[src/rtl/env_pdm_out_pkg.sv]
// Shared audio definitions: ADSR state encoding and envelope limits.
package env_pdm_out_pkg;
  typedef enum logic [2:0] {
    ENV_IDLE    = 3'd0,
    ENV_ATTACK  = 3'd1,
    ENV_DECAY   = 3'd2,
    ENV_SUSTAIN = 3'd3,
    ENV_RELEASE = 3'd4
  } env_state_e;

  localparam logic [7:0] ENV_MAX = 8'd255;
  localparam int         RATE_W  = 4;
  localparam int         LVL_W   = 8;
endpackage

[src/rtl/env_pdm_out_if.sv]
// Control/observation bundle of the envelope + PDM audio output stage.
interface env_pdm_out_if;
  import env_pdm_out_pkg::*;
  logic              gate;
  logic              voice_in;
  logic [RATE_W-1:0] attack_rate;
  logic [RATE_W-1:0] decay_rate;
  logic [LVL_W-1:0]  sustain_level;
  logic [RATE_W-1:0] release_rate;
  logic              pdm_out;
  logic [LVL_W-1:0]  env_level;
  logic [2:0]        env_state;

  modport master (
    output gate, voice_in, attack_rate, decay_rate, sustain_level, release_rate,
    input  pdm_out, env_level, env_state
  );
  modport slave (
    input  gate, voice_in, attack_rate, decay_rate, sustain_level, release_rate,
    output pdm_out, env_level, env_state
  );
endinterface

[src/rtl/env_pdm_out_sd.sv]
// First-order sigma-delta: carry out of an accumulating adder, so the ones
// density over any 2^W clocks of constant input equals din / 2^W exactly.
module sigma_delta_1st #(
  parameter int W = 8
) (
  input  logic         clk,
  input  logic         rst_n,
  input  logic [W-1:0] din,
  output logic         dout
);
  logic [W-1:0] acc_q;

  always_ff @(posedge clk or negedge rst_n) begin
    if (!rst_n) begin
      acc_q <= '0;
      dout  <= 1'b0;
    end else begin
      {dout, acc_q} <= {1'b0, acc_q} + {1'b0, din};
    end
  end
endmodule

[src/rtl/env_pdm_out.sv]
// ADSR envelope stepped on the 1 MHz tick, shaping the 1-bit voice before
// sigma-delta conversion to the PDM audio pin.
module env_pdm_out
  import env_pdm_out_pkg::*;
#(
  parameter int RATE_SHIFT = 4
) (
  input  logic            clk,
  input  logic            rst_n,
  input  logic            tick_1mhz,
  env_pdm_out_if.slave    bus
);
  localparam int CNT_W = RATE_W + RATE_SHIFT;

  env_state_e        state_q, state_d;
  logic [LVL_W-1:0]  env_q, env_d;
  logic [CNT_W-1:0]  cnt_q, cnt_d, limit;
  logic [RATE_W-1:0] rate;
  logic              gate_q, rise, step;
  logic [LVL_W-1:0]  sample;
  logic              pdm;

  always_comb begin
    rate = '0;
    unique case (state_q)
      ENV_ATTACK:  rate = bus.attack_rate;
      ENV_DECAY:   rate = bus.decay_rate;
      ENV_RELEASE: rate = bus.release_rate;
      default:     rate = '0;
    endcase
  end

  // ((rate+1) << RATE_SHIFT) - 1 is just rate with RATE_SHIFT ones appended.
  // >= so a live rate drop below the current count fires on the next tick.
  assign limit = {rate, {RATE_SHIFT{1'b1}}};
  assign step  = tick_1mhz && (cnt_q >= limit);
  assign rise  = bus.gate & ~gate_q;

  always_comb begin
    state_d = state_q;
    env_d   = env_q;
    if (rise) begin
      state_d = ENV_ATTACK;
    end else begin
      unique case (state_q)
        ENV_IDLE:    env_d = '0;
        ENV_ATTACK:
          if (!bus.gate)            state_d = ENV_RELEASE;
          else if (env_q == ENV_MAX) state_d = ENV_DECAY;
          else if (step)            env_d   = env_q + 8'd1;
        ENV_DECAY:
          if (!bus.gate)                      state_d = ENV_RELEASE;
          else if (env_q <= bus.sustain_level) state_d = ENV_SUSTAIN;
          else if (step)                      env_d   = env_q - 8'd1;
        ENV_SUSTAIN:
          if (!bus.gate) state_d = ENV_RELEASE;
        ENV_RELEASE:
          if (env_q == '0) state_d = ENV_IDLE;
          else if (step)   env_d   = env_q - 8'd1;
        default: begin
          state_d = ENV_IDLE;
          env_d   = '0;
        end
      endcase
    end
  end

  always_comb begin
    cnt_d = cnt_q + CNT_W'(tick_1mhz);
    if (rise || step || (state_d != state_q)) cnt_d = '0;
  end

  always_ff @(posedge clk or negedge rst_n) begin
    if (!rst_n) begin
      state_q <= ENV_IDLE;
      env_q   <= '0;
      cnt_q   <= '0;
      gate_q  <= 1'b0;
    end else begin
      state_q <= state_d;
      env_q   <= env_d;
      cnt_q   <= cnt_d;
      gate_q  <= bus.gate;
    end
  end

  assign sample = bus.voice_in ? env_q : '0;

  sigma_delta_1st #(.W(LVL_W)) u_sd (
    .clk   (clk),
    .rst_n (rst_n),
    .din   (sample),
    .dout  (pdm)
  );

  assign bus.pdm_out   = pdm;
  assign bus.env_level = env_q;
  assign bus.env_state = state_q;
endmodule
[src/flat_wrapper.sv]
// flat-port wrapper written by rule: the top's interface ports become plain ports
module env_pdm_out_flat import env_pdm_out_pkg::*;
#(
  parameter int RATE_SHIFT = 4
)
  (clk, rst_n, tick_1mhz, bus_gate, bus_voice_in, bus_attack_rate, bus_decay_rate, bus_sustain_level, bus_release_rate, bus_pdm_out, bus_env_level, bus_env_state);
  env_pdm_out_if bus_i ();
  input  logic clk;
  input  logic rst_n;
  input  logic tick_1mhz;
  input wire logic [$bits(bus_i.gate)-1:0] bus_gate;
  input wire logic [$bits(bus_i.voice_in)-1:0] bus_voice_in;
  input wire logic [$bits(bus_i.attack_rate)-1:0] bus_attack_rate;
  input wire logic [$bits(bus_i.decay_rate)-1:0] bus_decay_rate;
  input wire logic [$bits(bus_i.sustain_level)-1:0] bus_sustain_level;
  input wire logic [$bits(bus_i.release_rate)-1:0] bus_release_rate;
  output wire logic [$bits(bus_i.pdm_out)-1:0] bus_pdm_out;
  output wire logic [$bits(bus_i.env_level)-1:0] bus_env_level;
  output wire logic [$bits(bus_i.env_state)-1:0] bus_env_state;
  assign bus_i.gate = bus_gate;
  assign bus_i.voice_in = bus_voice_in;
  assign bus_i.attack_rate = bus_attack_rate;
  assign bus_i.decay_rate = bus_decay_rate;
  assign bus_i.sustain_level = bus_sustain_level;
  assign bus_i.release_rate = bus_release_rate;
  assign bus_pdm_out = bus_i.pdm_out;
  assign bus_env_level = bus_i.env_level;
  assign bus_env_state = bus_i.env_state;
  env_pdm_out #(.RATE_SHIFT(RATE_SHIFT)) u_core (.clk(clk), .rst_n(rst_n), .tick_1mhz(tick_1mhz), .bus(bus_i));
endmodule
[config.mk]
export PLATFORM = sky130hd
export DESIGN_NAME = env_pdm_out_flat
export DESIGN_NICKNAME = d
export VERILOG_FILES = /design/src/rtl/env_pdm_out_pkg.sv /design/src/rtl/env_pdm_out_if.sv /design/src/rtl/env_pdm_out_sd.sv /design/src/rtl/env_pdm_out.sv /design/src/flat_wrapper.sv
export SDC_FILE = /design/constraint.sdc
export NUM_CORES = 1
export LEC_CHECK = 0
export ABC_CLOCK_PERIOD_IN_PS = 3300
export CAP_MARGIN = 0
export CORE_MARGIN = 4
export CORE_UTILIZATION = 45
export CTS_CLUSTER_DIAMETER = 40
export CTS_CLUSTER_SIZE = 24
export DETAILED_ROUTE_END_ITERATION = 12
export PLACE_DENSITY = 0.69
export SKIP_LAST_GASP = 1
export SLEW_MARGIN = 20
export SYNTH_ARGS = -nofsm -noshare
export SYNTH_HDL_FRONTEND = slang
export SYNTH_SLANG_ARGS = --single-unit
[constraint.sdc]
create_clock -name clk -period 3.3 [get_ports clk]
set_clock_uncertainty 0.05 [all_clocks]
set_input_delay 0.495 -clock clk [delete_from_list [all_inputs] [get_ports clk]]
set_output_delay 0.495 -clock clk [all_outputs]
set_load 0.02 [all_outputs]
### Word-level counts from Yosys, hierarchy flattened

Index checks and enable logic that the tools add are counted.

* register bits after elaboration: 29
* bits in latches: 0
* memory bits (writable): 0
* bits in read-only memories: 0
* input port bits: 25
* output and inout port bits: 12
* word-level logic and storage cells: 53
* memories kept: 0

* $add $sub $neg: 4
* multipliers: 0
* divide/modulo/power cells: 0
* magnitude comparators: 2
* equality and inequality tests: 12
* shift operators: 0
* mux-type cells: 19
* bitwise logic cells: 4
* reduce and logical (&&, ||, !) cells: 6

Operator list (number)
* $mux 8: 9
* $pmux 8 s4: 1
* $mux 3: 7
* $pmux 3 s5: 1
* $pmux 4 s3: 1
* $ne 2x2->1 const B: 5
* $add 8x8->9: 1
* $add 8x1->8: 1
* $add 8x1->8 const B: 1
* $eq 8x8->1 const B: 1
* $ge 8x8->1: 1
* $le 8x8->1: 1
* $logic_not 8->1: 1
* $reduce_and 8->1: 1
* $sub 8x1->8 const B: 1
* $eq 3x2->1 const B: 2
* $eq 3x1->1 const B: 1
* $eq 3x3->1 const B: 1
* $logic_not 3->1: 1
* $ne 3x3->1: 1
* $not 1->1: 3
* $logic_or 1x1->1: 2
* $ne 2x1->1 const B: 1
* $and 1x1->1: 1
* $logic_and 1x1->1: 1

### Logic depth before layout (Yosys ltp)

Gate-level depths: netlist of run 1.

* depth in word-level cells: 8
* depth in mapped cells: 12
* depth with buffers taken out: 11

### Modules after synthesis

A second synthesis of run 1 with hierarchy kept.

* cells, all modules: 239
* area total of the unflattened synthesis: 2250.9 um^2

Modules (own cells, without submodules)
* env_pdm_out: instances 1, cells an instance 188, area an instance 1701.6 um^2
* sigma_delta_1st: instances 1, cells an instance 51, area an instance 549.3 um^2

### Worst setup path after synthesis of run 1

OpenSTA, ideal clock, no wires.

* kind: register to register
* start point: register u_core.state_q[2] (netlist: u_core.bus.env_state[2])
* end point: register u_core.env_q[7] (netlist: u_core.bus.env_level[7])
* arrival time: 2.460 ns
* slack: 0.670 ns
* cell stages (with the launch flop): 11
* buffers on the path: 1
* cell sequence: dfrtp_1 buf_4 xnor2_1 nor2_1 ha_1 a21oi_1 o2111ai_1 and3_1 o31ai_1 a31oi_1 a31o_1

* longest elaborated chain between the ends: 8
* elaborated cells between the ends (all ways): 20

RTL lines
* start: declaration: line env_pdm_out.sv:15 `env_state_e state_q, state_d;`
* start signal: assignment: line env_pdm_out.sv:80 `state_q <= state_d;`
* $eq 3x3->1 (tied with other cells): line env_pdm_out.sv:25, env_pdm_out.sv:45
* $pmux 4 s3: line env_pdm_out.sv:25 `unique case (state_q)`
* $ge 8x8->1: line env_pdm_out.sv:36 `assign step = tick_1mhz && (cnt_q >= limit);`
* $logic_and 1x1->1: line env_pdm_out.sv:36
* $mux 8 (3 in a row)
* $pmux 8 s4: line env_pdm_out.sv:45 `unique case (state_q)`
* end signal: assignment: line env_pdm_out.sv:81 `env_q <= env_d;`
* end: declaration: line env_pdm_out.sv:16 `logic [LVL_W-1:0] env_q, env_d;`

Parallel ways exist; a longest one is shown, timed or not. The select of a mux whose other input is x is not followed.
A chain may end at the register's enable or synchronous reset.

### Worst setup path after layout of run 1

* start point: register u_core.state_q[0] (netlist: u_core.bus.env_state[0])
* end point: register u_core.cnt_q[0]

* longest elaborated chain between the ends: 7
* elaborated cells between the ends (all ways): 20

RTL lines
* $eq 3x3->1 (tied with other cells): line env_pdm_out.sv:25, env_pdm_out.sv:45
* $pmux 4 s3 (tied with other cells): line env_pdm_out.sv:25
* $ge 8x8->1 or $pmux 3 s5 (tied branches): line env_pdm_out.sv:36, env_pdm_out.sv:45
* $logic_and 1x1->1 or $mux 3 (tied branches): line env_pdm_out.sv:36, env_pdm_out.sv:42
* $logic_or 1x1->1 or $ne 3x3->1 (tied branches): line env_pdm_out.sv:70 `if (rise || step || (state_d != state_q)) cnt_d = '0;`
* $logic_or 1x1->1 *: line env_pdm_out.sv:70
* $mux 8 *: line env_pdm_out.sv:70
* via u_core.cnt_d[0]: line env_pdm_out.sv:17 `logic [CNT_W-1:0] cnt_q, cnt_d, limit;`
* end signal: assignment: line env_pdm_out.sv:82 `cnt_q <= cnt_d;`
* end: declaration: line env_pdm_out.sv:17

The timed path passes the listed nets; every way through them passes the cells marked *.

==> results of run 1 <==
-- sequential cells by signal, indices dropped and copies added (netlist names) --
signal,cells
u_core.bus.env_level,8
u_core.u_sd.acc_q,8
u_core.u_sd.dout,1
u_core.cnt_q,8
u_core.bus.env_state,3
u_core.gate_q,1
-- layer usage --
layer,GRT usage,vias to the layer above,part of all wire
li1,-,1001,-
met1,0.229,894,0.48
met2,0.272,33,0.47
met3,0.0426,9,0.041
met4,0.0490,0,0.014
met5,0,-,0
-- cells in the mapped netlist, drive strengths merged (3+ instances only) --
| master | instances | area, sq um |
|---|---|---|
| dfrtp | 29 | 726 |
| ha | 28 | 350 |
| a21oi | 27 | 139 |
| nor2 | 24 | 103 |
| nand2 | 23 | 86.3 |
| inv | 18 | 67.6 |
| o21ai | 12 | 60.1 |
| xnor2 | 12 | 105 |
| and2 | 7 | 43.8 |
| a21o | 6 | 46.3 |
| nand3 | 6 | 30.0 |
| xor2 | 6 | 52.6 |
| mux2 | 5 | 75.1 |
| nand4 | 5 | 37.5 |
| nor3 | 5 | 36.3 |
| a22oi | 4 | 30.0 |
| and3 | 4 | 27.5 |
| buf | 4 | 31.3 |
| nor2b | 3 | 18.8 |
| o211ai | 3 | 50.1 |
-- worst max-delay path, cell delays in order (launching register included) --
cell	delay, ps
dfrtp_1	560
and2b_4	270
a22oi_1	140
nor2_1	60
a21oi_1	120
ha_1	260
a21o_1	180
nand2_1	110
a31oi_4	120
a2111oi_4	560
nand2_1	120
a21oi_1	130
-- stage by stage --
stage	power (uW)	instances	setup WS [ps]
2_1_floorplan	871	256	670
3_3_place_gp	1020	364	449
3_5_place_dp	1030	364	434
4_1_cts	1320	372	522
5_1_grt	1410	372	270
6_report	1300	372	543
-- worst max path at each step --
stage / cells past startpoint / end / from / slack (ps)
after floorplan: 10 / u_core.bus.env_level[7] / u_core.bus.env_state[2] / 670
after global placement: 11 / u_core.cnt_q[6] / bus_attack_rate[1] / 450
after detailed placement: 11 / u_core.cnt_q[3] / bus_attack_rate[1] / 430
after CTS: 11 / u_core.cnt_q[0] / u_core.bus.env_state[0] / 520
after global routing: 10 / u_core.cnt_q[0] / u_core.bus.env_state[1] / 270
final: 11 / u_core.cnt_q[0] / u_core.bus.env_state[0] / 540
-- kinds of logic after synthesis --
group	after synthesis	share of synthesized area
AO/OA/AOI/OAI	64	0.191
XOR/XNOR	18	0.0663
adder cells (fa/ha/maj)	30	0.164
buffers and inverters	22	0.0416
flip-flops	29	0.305
multiplexers	6	0.0358
AND/OR/NAND/NOR	87	0.196
-- power breakdown --
| part | leakage, uW | switching (uW) | total (uW) | internal (uW) |
|---|---|---|---|---|
| combinational | 0.000937 | 278 | 538 | 261 |
| clock | 0.0000450 | 137 | 282 | 146 |
| sequential | 0.000383 | 59.9 | 484 | 424 |
-- area by class of cell --
cell class / instances / area (sq um)
Fill cell: 500 / 2180
Multi-Input combinational cell: 205 / 1550
Sequential cell: 29 / 726
Timing Repair Buffer: 42 / 405
Tap cell: 70 / 87.6
Clock buffer: 6 / 72.6
Inverter: 18 / 67.6
Clock inverter: 2 / 10.0
==> flow_summary.ini, run 1 <==
[floorplan]
io-pin-count = 37
core_sq_um = 5110
start_util = 0.466
die_y_um = 80.7
num_rows = 26
die_w_um = 80.7
die_area_sq_um = 6510

[clocking]
cts_sinks = 29
cts-htree-levels = 2
cts-root-buf = clkbuf_8
cts_resized = 0
clkSlewWorstSetupHoldPaths_ps = 60
cts_tree = done
cts_inserted_buffers = 5
max-clock-path-buffers = 2
clkLatencyLatePin_ps = 280
post-cts-setup-buffers = 0
cts_hold_buf = 0

[routing]
vias = 1937
drc = 0
via_per_inst = 5.21
wl_per_cell_um = 13.4
dr.pass1.iters = 4
drt_iter0_markers = 110
drt_wl_total_um = 4990
detail-route-antenna-nets = 0

[placed_design]
place_congestion = 0.852
placement.io_buffers = 36
place_area_sq_um = 2840
dp_hpwl_um = 3900

[grt]
overflow = 0
grt_max_degree = 30
grt_pass1_vias = 1924
grt.total_usage = 0.171
antenna_found_initial = 0
grt_first_pass_wirelength_um = 8740

[worst_setup_path]
r2r-start = u_core.bus.env_state[0]
regToRegEndpoint = u_core.cnt_q[0]
rr_worst_depth = 11
cp.arrival_ps = 2910
reg2reg_slack_ps = 540
path_max_fanout = 10
cp-end-kind = flip-flop
required_ps = 3450
worstSetupStartpointType = flip-flop
crit_type = flip-flop to flip-flop

[run_status]
status = completed

[min_path]
hold_class = flip-flop to flip-flop
holdPathEnd = u_core.u_sd.acc_q[0]
worstHoldPathCells = 1
worstHoldStart = u_core.u_sd.acc_q[0]

[synth]
synth_fp_nets = 311
synth-edff-count = 0
ys_ff_latch = 29
seq_area_frac_synth = 0.305
ys_warn_count = 0
ys_async_sr_fraction = 1.00
syn_area_sq_um = 2380
synthCells = 256
synth_flop_cell = dfrtp_1
synth_cell_types = 51
avgSynthCellArea_sq_um = 9.29

[timing]
fmax_ghz = 0.363
worst_pin_slew_ps = 521
fin_crit_ps = 2760
period_share = 0.836
hold_viol = 0
rsz0062_at_grt = false
slew_violations = 0
fin_setup_tns_ps = 0
relSlewSlack = 0.653
whs_ps = 430
setup_viol = 0

[cells_and_area]
fin_nets = 356
drive_gt1_frac = 0.116
n_antenna_cell = 0
postLayoutCoreUtil = 0.572
layout_common_cells = clkdlybuf4s50_1 (36), dfrtp_1 (29), ha_1 (28), a21oi_1 (26), nand2_1 (23)
layout_commonest_cell = clkdlybuf4s50_1
area_growth_pct = 22.9
final_cell_area_sq_um = 2920

[pwr]
power_leakage_uw = 0.00137
powerDensity_nw_per_um2 = 446
vdd_drop_max_v = 0.000194

[job]
cap_violations = 0
Power figures use the tool's default switching activity.
==> run 2, diff against run 1 <==
--- a/config.mk
+++ b/config.mk
@@ -5,7 +5,7 @@
 export SDC_FILE = /design/constraint.sdc
 export NUM_CORES = 1
 export LEC_CHECK = 0
-export ABC_CLOCK_PERIOD_IN_PS = 3300
+export ABC_CLOCK_PERIOD_IN_PS = 2800
 export CAP_MARGIN = 0
 export CORE_MARGIN = 4
 export CORE_UTILIZATION = 45
==> constraint.sdc (replaced) <==
create_clock -name clk -period 2.8 [get_ports clk]
set_clock_uncertainty 0.05 [all_clocks]
set_input_delay 0.42 -clock clk [delete_from_list [all_inputs] [get_ports clk]]
set_output_delay 0.42 -clock clk [all_outputs]
set_load 0.02 [all_outputs]
==> run 2 against run 1 <==
  * Clock power rose by 37%
  * Worst hold slack worse by 0.59 ps
  * Critical path depth down 1
  * Maximum frequency grew 6.7%
  * Register-to-register slack lost 330 ps
  * Flip-flop and latch count did not move
  * Die area stayed put
  * Critical path type unchanged
  * Critical endpoint is now u_core.bus.env_level[5]
  * Largest power group unchanged
==> flow_summary.ini, run 2 (synthesis gave the netlist of run 1 again) <==
[cells_and_area]
num-fill-cells = 482
layout_commonest_cell = clkdlybuf4s50_1
n_antenna_cell = 0
postLayoutCoreUtil = 0.588
drive_gt1_frac = 0.145
multi_input_area_sq_um = 1550
fin_nets = 364
area_growth_pct = 26.2
layout_common_cells = clkdlybuf4s50_1 (36), ha_1 (28), dfrtp_1 (28), a21oi_1 (26), nand2_1 (23)
regArea_sq_um = 727

[grt]
grt.total_usage = 0.175
overflow = 0
grt_max_degree = 30
grt_pass1_vias = 1986
antenna_found_initial = 0
grt_first_pass_wirelength_um = 8920

[worst_setup_path]
cp.arrival_ps = 2700
crit_chain = and2b_4 -> a22oi_1 -> nor2_1 -> a21oi_1 -> ha_1 -> a21o_1 -> nand2_1 -> a31oi_4 -> o211ai_4 -> mux2_4
worstSetupStartpointType = flip-flop
path_max_fanout = 7
crit_type = flip-flop to flip-flop
rr_worst_depth = 10
cp-end-kind = flip-flop
cp_slowest_stage_delay_ps = 410
required_ps = 2910
crit_path_top_delay_cell = dfrtp_2

[clocking]
cts_sinks = 29
clkSlewWorstSetupHoldPaths_ps = 70
clkLatencyLatePin_ps = 280
cts_inserted_buffers = 5
cts-htree-levels = 2
cts_tree = done
cts-root-buf = clkbuf_8
max-clock-path-buffers = 2

[floorplan]
num_rows = 26
die_w_um = 80.7
die_area_sq_um = 6510
core_sq_um = 5110
start_util = 0.466
io-pin-count = 37
die_y_um = 80.7

[routing]
drt_wl_total_um = 5080
dr.pass1.iters = 4
detail-route-antenna-nets = 0
drt_iter0_markers = 69
via_per_inst = 5.13
vias = 1951
drc = 0
wl_per_cell_um = 13.4

[placed_design]
place_ws_ps = 31.5
placement.io_buffers = 36
dp_hpwl_um = 4030
place_congestion = 0.832

[min_path]
worstHoldPathCells = 1
hold_class = flip-flop to flip-flop

[timing]
rsz0062_at_grt = false
fin_crit_ps = 2590
slew_violations = 0
hold_viol = 0
setup_viol = 0
period_share = 0.923
relSlewSlack = 0.712
finalWorstSetupSlack_ps = 215
fin_setup_tns_ps = 0
fmax_ghz = 0.387
worst_pin_slew_ps = 426

[pwr]
powerDensity_nw_per_um2 = 534
vdd_drop_max_v = 0.000269
power_leakage_uw = 0.00141

[job]
cap_violations = 0

[run_status]
status = completed
==> run 2: changes by cell type in the layout (fill, tap and decap cells not counted), sizes merged <==
cell	previous run	this run
buf	6	14
clkbuf	6	7
clkinv	2	1
==> run 2: through the flow <==
step                area (sq um)  cells  power (uW)  hold WS, ps
global route                3000    380        1730          450
global placement            2890    371        1200          414
detailed placement          2890    371        1230          421
CTS                         2990    379        1630          436
finish                      3000    380        1600          430
floorplan                   2380    256        1030         74.4
==> run 2: layout make-up <==
cell class | count | share of cell area
multi-input cells | 205 | 0.517
flip-flops and latches | 29 | 0.242
inverters | 18 | 0.0225
well taps | 70 | 0.0292
clock inverters | 1 | 0.00167
repair buffers | 50 | 0.155
clock buffers | 7 | 0.0321
==> run 2: what timing repair did <==
action                                  CTS  global route
hold buffers                              0             0
endpoints found under the setup margin    0            13
buffers inserted                          0             1
resized for setup                         0             1
==> run 2: metal layers <==
layer | GRT usage | vias up | share of wire
li1 | - | 1016 | -
met1 | 0.222 | 908 | 0.47
met2 | 0.298 | 22 | 0.48
met3 | 0.0404 | 5 | 0.034
met4 | 0.0507 | 0 | 0.012
met5 | 0 | - | 0
==> run 2: critical path: cells and delay by family, from the launching register on <==
family	cells	cell delay, ps
AOI/OAI and AO/OA	5	990
adders and majority gates	1	280
DFF	1	410
muxes	1	330
and+or+nand+nor	3	410
==> run 2: worst paths after layout <==
path / from / to / slack [ps]
worst max register to register: u_core.bus.env_state[2] / u_core.bus.env_level[5] / 210
worst max-delay path: u_core.bus.env_state[2] / u_core.bus.env_level[5] / 210
worst min register to register: u_core.u_sd.acc_q[0] / u_core.u_sd.acc_q[0] / 430
max in group asynchronous: rst_n / u_core.bus.env_state[2] / 1930
worst min-delay path: u_core.u_sd.acc_q[0] / u_core.u_sd.acc_q[0] / 430
min in group asynchronous: rst_n / u_core.bus.env_state[1] / 470
==> run 2: power breakdown <==
part	internal, uW	total (uW)	switching, uW	leakage (uW)
logic	320	649	328	0.000975
registers	500	570	70.0	0.000382
clock network	222	385	163	0.0000542
total	1040	1600	561	0.00141
==> run 3, diff against run 2 <==
--- a/config.mk
+++ b/config.mk
@@ -8,11 +8,11 @@
 export ABC_CLOCK_PERIOD_IN_PS = 2800
 export CAP_MARGIN = 0
 export CORE_MARGIN = 4
-export CORE_UTILIZATION = 45
+export CORE_UTILIZATION = 54
 export CTS_CLUSTER_DIAMETER = 40
 export CTS_CLUSTER_SIZE = 24
 export DETAILED_ROUTE_END_ITERATION = 12
-export PLACE_DENSITY = 0.69
+export PLACE_DENSITY = 0.8
 export SKIP_LAST_GASP = 1
 export SLEW_MARGIN = 20
 export SYNTH_ARGS = -nofsm -noshare
==> run 3 against run 2 <==
  * Clock-buffer cell count down 1
  * Design area fell by 1.7%
  * Maximum frequency up 0.73%
  * Flip-flop and latch count unchanged
  * Global-route usage rose by 2.9 points
==> flow_summary.ini, run 3 (synthesis gave the netlist of run 1 again) <==
[min_path]
worstHoldPathCells = 1
holdPathEnd = u_core.u_sd.acc_q[0]
hold_class = flip-flop to flip-flop
worstHoldStart = u_core.u_sd.acc_q[0]

[cells_and_area]
drive_gt1_frac = 0.139
final_cell_area_sq_um = 2950
layout_common_cells = clkdlybuf4s50_1 (36), ha_1 (28), dfrtp_1 (28), a21oi_1 (26), nand2_1 (23)
area_growth_pct = 24.1
n_antenna_cell = 0
fin_nets = 363
layout_commonest_cell = clkdlybuf4s50_1

[clocking]
cts_tree = done
cts_sinks = 29
clkLatencyLatePin_ps = 290
cts_inserted_buffers = 5
max-clock-path-buffers = 2
cts-htree-levels = 2
cts-root-buf = clkbuf_8
clkSlewWorstSetupHoldPaths_ps = 60
cts_hold_buf = 0

[timing]
relSlewSlack = 0.633
rsz0062_at_grt = false
setup_viol = 0
period_share = 0.917
whs_ps = 431
fin_setup_tns_ps = 0
fmax_ghz = 0.390
fin_crit_ps = 2570
slew_violations = 0
worst_pin_slew_ps = 544
hold_viol = 0

[worst_setup_path]
rr_worst_depth = 10
required_ps = 2920
crit_type = flip-flop to flip-flop
worstSetupStartpointType = flip-flop
crit_start = u_core.bus.env_state[0]
r2r-start = u_core.bus.env_state[0]
cp.arrival_ps = 2680
path_max_fanout = 7
reg2reg_slack_ps = 230
cp-end-kind = flip-flop
regToRegEndpoint = u_core.bus.env_level[2]

[grt]
grt_pass1_vias = 2000
overflow = 0
antenna_found_initial = 0
grt.total_usage = 0.204
grt_max_degree = 30
grt_first_pass_wirelength_um = 8680

[job]
cap_violations = 0

[pwr]
vdd_drop_max_v = 0.000344
powerDensity_nw_per_um2 = 529
power_leakage_uw = 0.00140

[floorplan]
start_util = 0.578
io-pin-count = 37
core_sq_um = 4120
die_area_sq_um = 5530
num_rows = 23
die_y_um = 74.4
die_w_um = 74.4

[routing]
drt_wl_total_um = 5160
dr.pass1.iters = 4
via_per_inst = 5.56
drc = 0
detail-route-antenna-nets = 0
vias = 1997
drt_iter0_markers = 105
wl_per_cell_um = 14.4

[run_status]
status = completed

[placed_design]
placement.io_buffers = 36
place_area_sq_um = 2850
dp_hpwl_um = 4000
place_congestion = 0.847
## run 3: cell types whose count changed in the layout (fill, tap and decap cells not counted), sizes merged
cell    delta
clkbuf     -1
buf        -1
clkinv     +1
## run 3: repair_timing
action,4_1_cts,5_1_grt
buffers inserted,0,2
gates resized for setup,0,1
setup endpoints to repair,0,13
## run 3: worst max path at each step
stage                     slack (ps)                 endpoint  cells after the start
after floorplan                  170  u_core.bus.env_level[7]                     10
after global placement           110  u_core.bus.env_level[4]                     10
after detailed placement          60  u_core.bus.env_level[3]                     10
after global routing              30          u_core.cnt_q[3]                     12
final                            230  u_core.bus.env_level[2]                     10
after CTS                        120  u_core.bus.env_level[5]                     10
## run 3: power by group
part | total (uW) | switching (uW) | internal, uW
sequential | 567 | 67.0 | 500
clock | 337 | 165 | 172
combinational | 658 | 337 | 321
## run 3: stage by stage
step | setup WS, ps | power, uW | instances | util
3_3_place_gp | 109 | 1200 | 349 | 0.693
6_report | 234 | 1560 | 359 | 0.717
2_1_floorplan | 170 | 1030 | 256 | -
4_1_cts | 120 | 1570 | 357 | 0.713
3_5_place_dp | 60.8 | 1220 | 349 | 0.693
5_1_grt | 25.5 | 1680 | 359 | 0.717
## run 3: worst max-delay path, stage by stage (launching register included)
cell	delay [ps]
dfrtp_1	450
and2b_4	220
a22oi_1	180
nor2_1	60
a21oi_1	120
ha_1	260
a21o_1	180
nand2_1	120
a31oi_4	120
o211ai_4	360
mux2_4	330
## run 3: final cells by class
type | instances | area (sq um)
multi-input combinational | 205 | 1550
fill | 341 | 1160
sequential | 29 | 727
timing repair buffer | 49 | 458
clock buffer | 6 | 72.6
inverter | 18 | 67.6
tap | 50 | 62.6
clock inverter | 2 | 10.0
## run 3: metal layers
layer | global-route usage | part of all wire
met5 | 0 | 0
met4 | 0.0771 | 0.014
met3 | 0.0446 | 0.036
met2 | 0.328 | 0.47
met1 | 0.269 | 0.48
==> patch 1 (config.mk and constraints of run 1) <==
Change the package constant `ENV_MAX` from 8'd255 to 8'd127.
--- a/src/rtl/env_pdm_out_pkg.sv
+++ b/src/rtl/env_pdm_out_pkg.sv
@@ -9,5 +9,5 @@
   } env_state_e;
 
-  localparam logic [7:0] ENV_MAX = 8'd255;
+  localparam logic [7:0] ENV_MAX = 8'd127;
   localparam int         RATE_W  = 4;
   localparam int         LVL_W   = 8;
Function: same outputs for any inputs over 10 cycles, from zero or initial values and one cycle with rst_n low; that may be too few to reach the edited logic, so the function may still have changed.
==> patch 1 against run 1 <==
  * Critical endpoint is now u_core.cnt_q[1]
  * Worst setup slack got worse by 0.18 ns
  * Core utilization decreased by 0.24 points
  * Synthesized area rose by 1.7%
  * Die area grew 1.5%
  * Wire length is 2.1% higher
  * Non-clock buffer count shrank 4
  * Sequential power rose by 1%
  * Total power rose by 5.8%
  * Sequential cell count unchanged
  * Highest routed layer unchanged
  * Design area grew 0.86%
  * Worst hold slack about the same
==> patch 1: results (changes against run 1) <==
[place]
hpwl_um = 3910  ; +0.36%
dp_cells = 361  ; -0.82%
routabilityCongestion = 0.846  ; -0.74%
post-place-ws_ns = 0.335  ; -0.0990 ns

[pwr]
switching_share = 0.346  ; -0.0177
vdd.ir_drop.worst_uv = 256  ; +32%
leakage_nw = 1.36  ; -0.76%

[setup_path]
worst-path-max-fanout = 12  ; +2
r2r_slack_ns = 0.36  ; -0.18 ns
cp-startpoint = u_core.bus.env_state[2]
crit_end = u_core.cnt_q[1]
critical_path.max_stage_delay_ns = 0.63  ; +0.07 ns
crit_arrival_ns = 3.09  ; +0.18 ns
reg2regPathDepth = 10  ; -1

[outcome]
outcome = completed

[global_routing]
grt_pass1_wl_um = 8670  ; -0.79%
grt_usage = 0.169  ; -0.00140
grt_pass1_vias = 1985  ; +3.2%

[drt]
drtIter0Drc = 139  ; +26%
wirelength_um = 5090  ; +2.1%
vias_per_cell = 5.30  ; +1.8%

[yosys]
synth_adder_area_share = 0.161  ; -0.00272
syn_avg_cell_area_sq_um = 9.41  ; +1.3%
synth.area.mux_share = 0.0352  ; -0.000592
synth_compound_area_frac = 0.196  ; +0.00459
syn-num-nets = 312  ; +0.32%
synth_cell_types = 54  ; +5.9%
yosysSeqAreaShare = 0.300  ; -0.00505
synth_common_cells = 29 x dfrtp_1, 28 x ha_1, 26 x a21oi_1, 24 x nand2_1, 20 x nor2_1
synth.top_cells.by_area = dfrtp_1 30%, ha_1 14%, a21oi_1 5.4%
synthXorXnorAreaFrac = 0.0616  ; -0.00472

[worst_hold_path]
holdCritStartpoint = u_core.u_sd.acc_q[0]
min_delay_path_depth = 1  ; unchanged
hold_end = u_core.u_sd.acc_q[0]

[timing]
holdWs_ns = 0.430  ; +0.0000920 ns
post-route-period-util = 0.890  ; +0.0547
tightestPinTransition_ns = 0.629  ; +0.107 ns

[clock_tree]
clk_latency_ns = 0.28  ; about the same

[cells_and_area]
num-nets-final = 353  ; -0.84%
drive_gt1_frac = 0.117  ; +0.00156
fill_cells = 472  ; -5.6%
instances_no_fill = 368  ; -1.1%

[patch 1: power groups by stage]
stage / combinational (mW) / sequential, mW / clock (mW)
after detailed placement: 0.537 / 0.499 / 0
after floorplan: 0.390 / 0.492 / 0
after global placement: 0.525 / 0.497 / 0
after CTS: 0.541 / 0.492 / 0.369
after global routing: 0.606 / 0.498 / 0.378
final: 0.536 / 0.490 / 0.353
[patch 1: metal layers]
metal	global-route usage	wire length (um)
met5	0	0
met3	0.0488	323
met4	0.0676	125
met2	0.289	2420
met1	0.198	2230
[patch 1: area by class of cell]
type / count / area (sq um) / area share
repair buffers: 38 / 375 / 0.127
multi-input cells: 206 / 1590 / 0.539
well taps: 70 / 87.6 / 0.0297
flip-flops and latches: 29 / 726 / 0.246
inverters: 18 / 67.6 / 0.0229
clock buffers: 5 / 68.8 / 0.0233
clock inverters: 2 / 35.0 / 0.0119
[patch 1: per-stage QoR]
stage	area [sq um]	total power, mW
finish	2950	1.38
global route	2950	1.48
CTS	2950	1.40
detailed placement	2840	1.04
global placement	2840	1.02
floorplan	2420	0.882
[patch 1: critical path, delay by kind of cell (launching register included)]
family                   cells  cell delay [ns]
adder cells (fa/ha/maj)      1             0.24
AND/OR/NAND/NOR              3             0.45
AO/OA/AOI/OAI                6             1.49
flip-flops                   1             0.63
[patch 1: cell families (layout without fill, tap and decap cells)]
| kind of cell | Yosys count | after routing |
|---|---|---|
| AO/OA/AOI/OAI | 66 | 66 |
| XOR/XNOR | 17 | 17 |
| adder cells (fa/ha/maj) | 30 | 30 |
| buffers and inverters | 22 | 63 |
| flip-flops | 29 | 29 |
| multiplexers | 6 | 6 |
| AND/OR/NAND/NOR | 87 | 87 |
==> patch 2 (config.mk and constraints of run 1) <==
Without the edit above. Make the reset (`rst_n`) synchronous in 2 clocked blocks.
--- a/src/rtl/env_pdm_out_sd.sv
+++ b/src/rtl/env_pdm_out_sd.sv
@@ -11,5 +11,5 @@
   logic [W-1:0] acc_q;
 
-  always_ff @(posedge clk or negedge rst_n) begin
+  always_ff @(posedge clk) begin
     if (!rst_n) begin
       acc_q <= '0;
--- a/src/rtl/env_pdm_out.sv
+++ b/src/rtl/env_pdm_out.sv
@@ -71,5 +71,5 @@
   end
 
-  always_ff @(posedge clk or negedge rst_n) begin
+  always_ff @(posedge clk) begin
     if (!rst_n) begin
       state_q <= ENV_IDLE;
Formal check against the unedited RTL: differs if rst_n is asserted again (counterexample within 4 cycles, from zero or initial values and one cycle with rst_n low); with rst_n held inactive, the same outputs for 10 cycles.
==> patch 2 against run 1 <==
  * Core utilization grew 0.11 points
  * Fmax shrank 5.8%
  * Worst setup slack lost 0.17 ns
  * Worst hold slack got worse by 0.037 ns
  * Design area fell by 8.0%
  * Wire length down 8.8%
  * Sequential cell count stayed put
  * Synthesized area fell by 8.4%
Power is not compared: it rests on default switching activity, and its combinational part moved more than twofold at a synthesized area within 25%.
==> patch 2: results (changes against run 1) <==
[place]
routabilityCongestion = 0.804  ; -5.6%
post-place-ws_ns = 0.122  ; -0.312 ns
dp_cells = 353  ; -3.0%
hpwl_um = 3590  ; -7.8%
placed_area_sq_um = 2600  ; -8.4%

[yosys]
synth_compound_area_frac = 0.178  ; -0.0135
syn-num-nets = 320  ; +2.9%
yosysSeqAreaShare = 0.266  ; -0.0387
synth.top_cells.by_area = dfxtp_1 27%, ha_1 16%, nor2_1 5.0%
synth_adder_area_share = 0.179  ; +0.0150
synth.area.mux_share = 0  ; -0.0358
syn_avg_cell_area_sq_um = 8.22  ; -11%
async_flop_share = 0  ; -1.00
synth_common_cells = 29 x dfxtp_1, 29 x nor2_1, 28 x ha_1, 22 x inv_1, 14 x nand2_1
synthXorXnorAreaFrac = 0.0723  ; +0.00605
synth_cell_types = 47  ; -7.8%

[cells_and_area]
seq_share = 0.217  ; -0.0315
seq_cell_count = 29  ; unchanged
non_clock_buffer_count = 40  ; -4.8%
multi_input_area_share = 0.550  ; +0.0186
instances_no_fill = 361  ; -3.0%
nonClkBufAreaFrac = 0.145  ; +0.00642
inv_count = 22  ; +4
drive_gt1_frac = 0.0651  ; -0.0507
syn2layout_area_growth_pct = 23.4
fill_cells = 436  ; -13%
multi_input_gates = 208  ; +1.5%
clk_share = 0.0321  ; +0.00384
clkbuf_count = 5  ; -1

[clock_tree]
postCtsSetupRepairBufs = 0  ; unchanged

[setup_path]
crit_arrival_ns = 3.10  ; +0.19 ns
reg2regPathDepth = 12  ; +1
worst-path-max-fanout = 14  ; +4
cp-startpoint = u_core.bus.env_state[2]
start_kind = flop
cp_slowest_cell = dfxtp_2

[drt]
num_vias = 1906  ; -1.6%
wl_per_cell_um = 12.6  ; -6.0%
first_pass_iters = 4  ; unchanged

[global_routing]
grt_pass1_vias = 1820  ; -5.4%
grt_usage = 0.165  ; -0.00578
grt_max_degree = 19  ; -37%
grt_pass1_wl_um = 8070  ; -7.6%

[pwr]
vdd.ir_drop.worst_uv = 130

[timing]
holdWs_ns = 0.393  ; -0.0374 ns
slew_headroom = 0.723  ; +0.0703
layout_min_cycle_time_ns = 2.93  ; +0.169 ns

[outcome]
outcome = completed

[worst_hold_path]
hold_end = u_core.bus.env_state[0]
hold_class = flop to flop

[patch 2: changes by cell type in the layout (fill, tap and decap cells not counted), sizes merged, moves of 6 or more]
cell / delta
a21oi: -16
and2: +6
dfrtp: -29
dfxtp: +29
nand2: -9
nor2: +6
nor2b: +6
[patch 2: cell families after synthesis]
group	Yosys count
and+or+nand+nor	102
buffers and inverters	28
adders and majority gates	30
xor gates and xnor gates	18
DFF	29
AOI/OAI and AO/OA	58
[patch 2: layer usage]
layer  track usage  share of wire
met1         0.212           0.50
met2         0.265           0.45
met3        0.0325          0.031
met4        0.0747          0.022
met5             0              0
[patch 2: worst register-to-register path, cell delays in order, from the launching register on]
cell and delay, ns:
dfxtp_2 0.50, and2b_1 0.26, a22oi_1 0.09, nor2_1 0.10
a21oi_1 0.05, ha_1 0.30, a2111oi_0 0.41, o21ai_0 0.15
o211ai_1 0.14, o21ai_1 0.10, a311oi_1 0.36, nand2_1 0.22
nor2_1 0.14
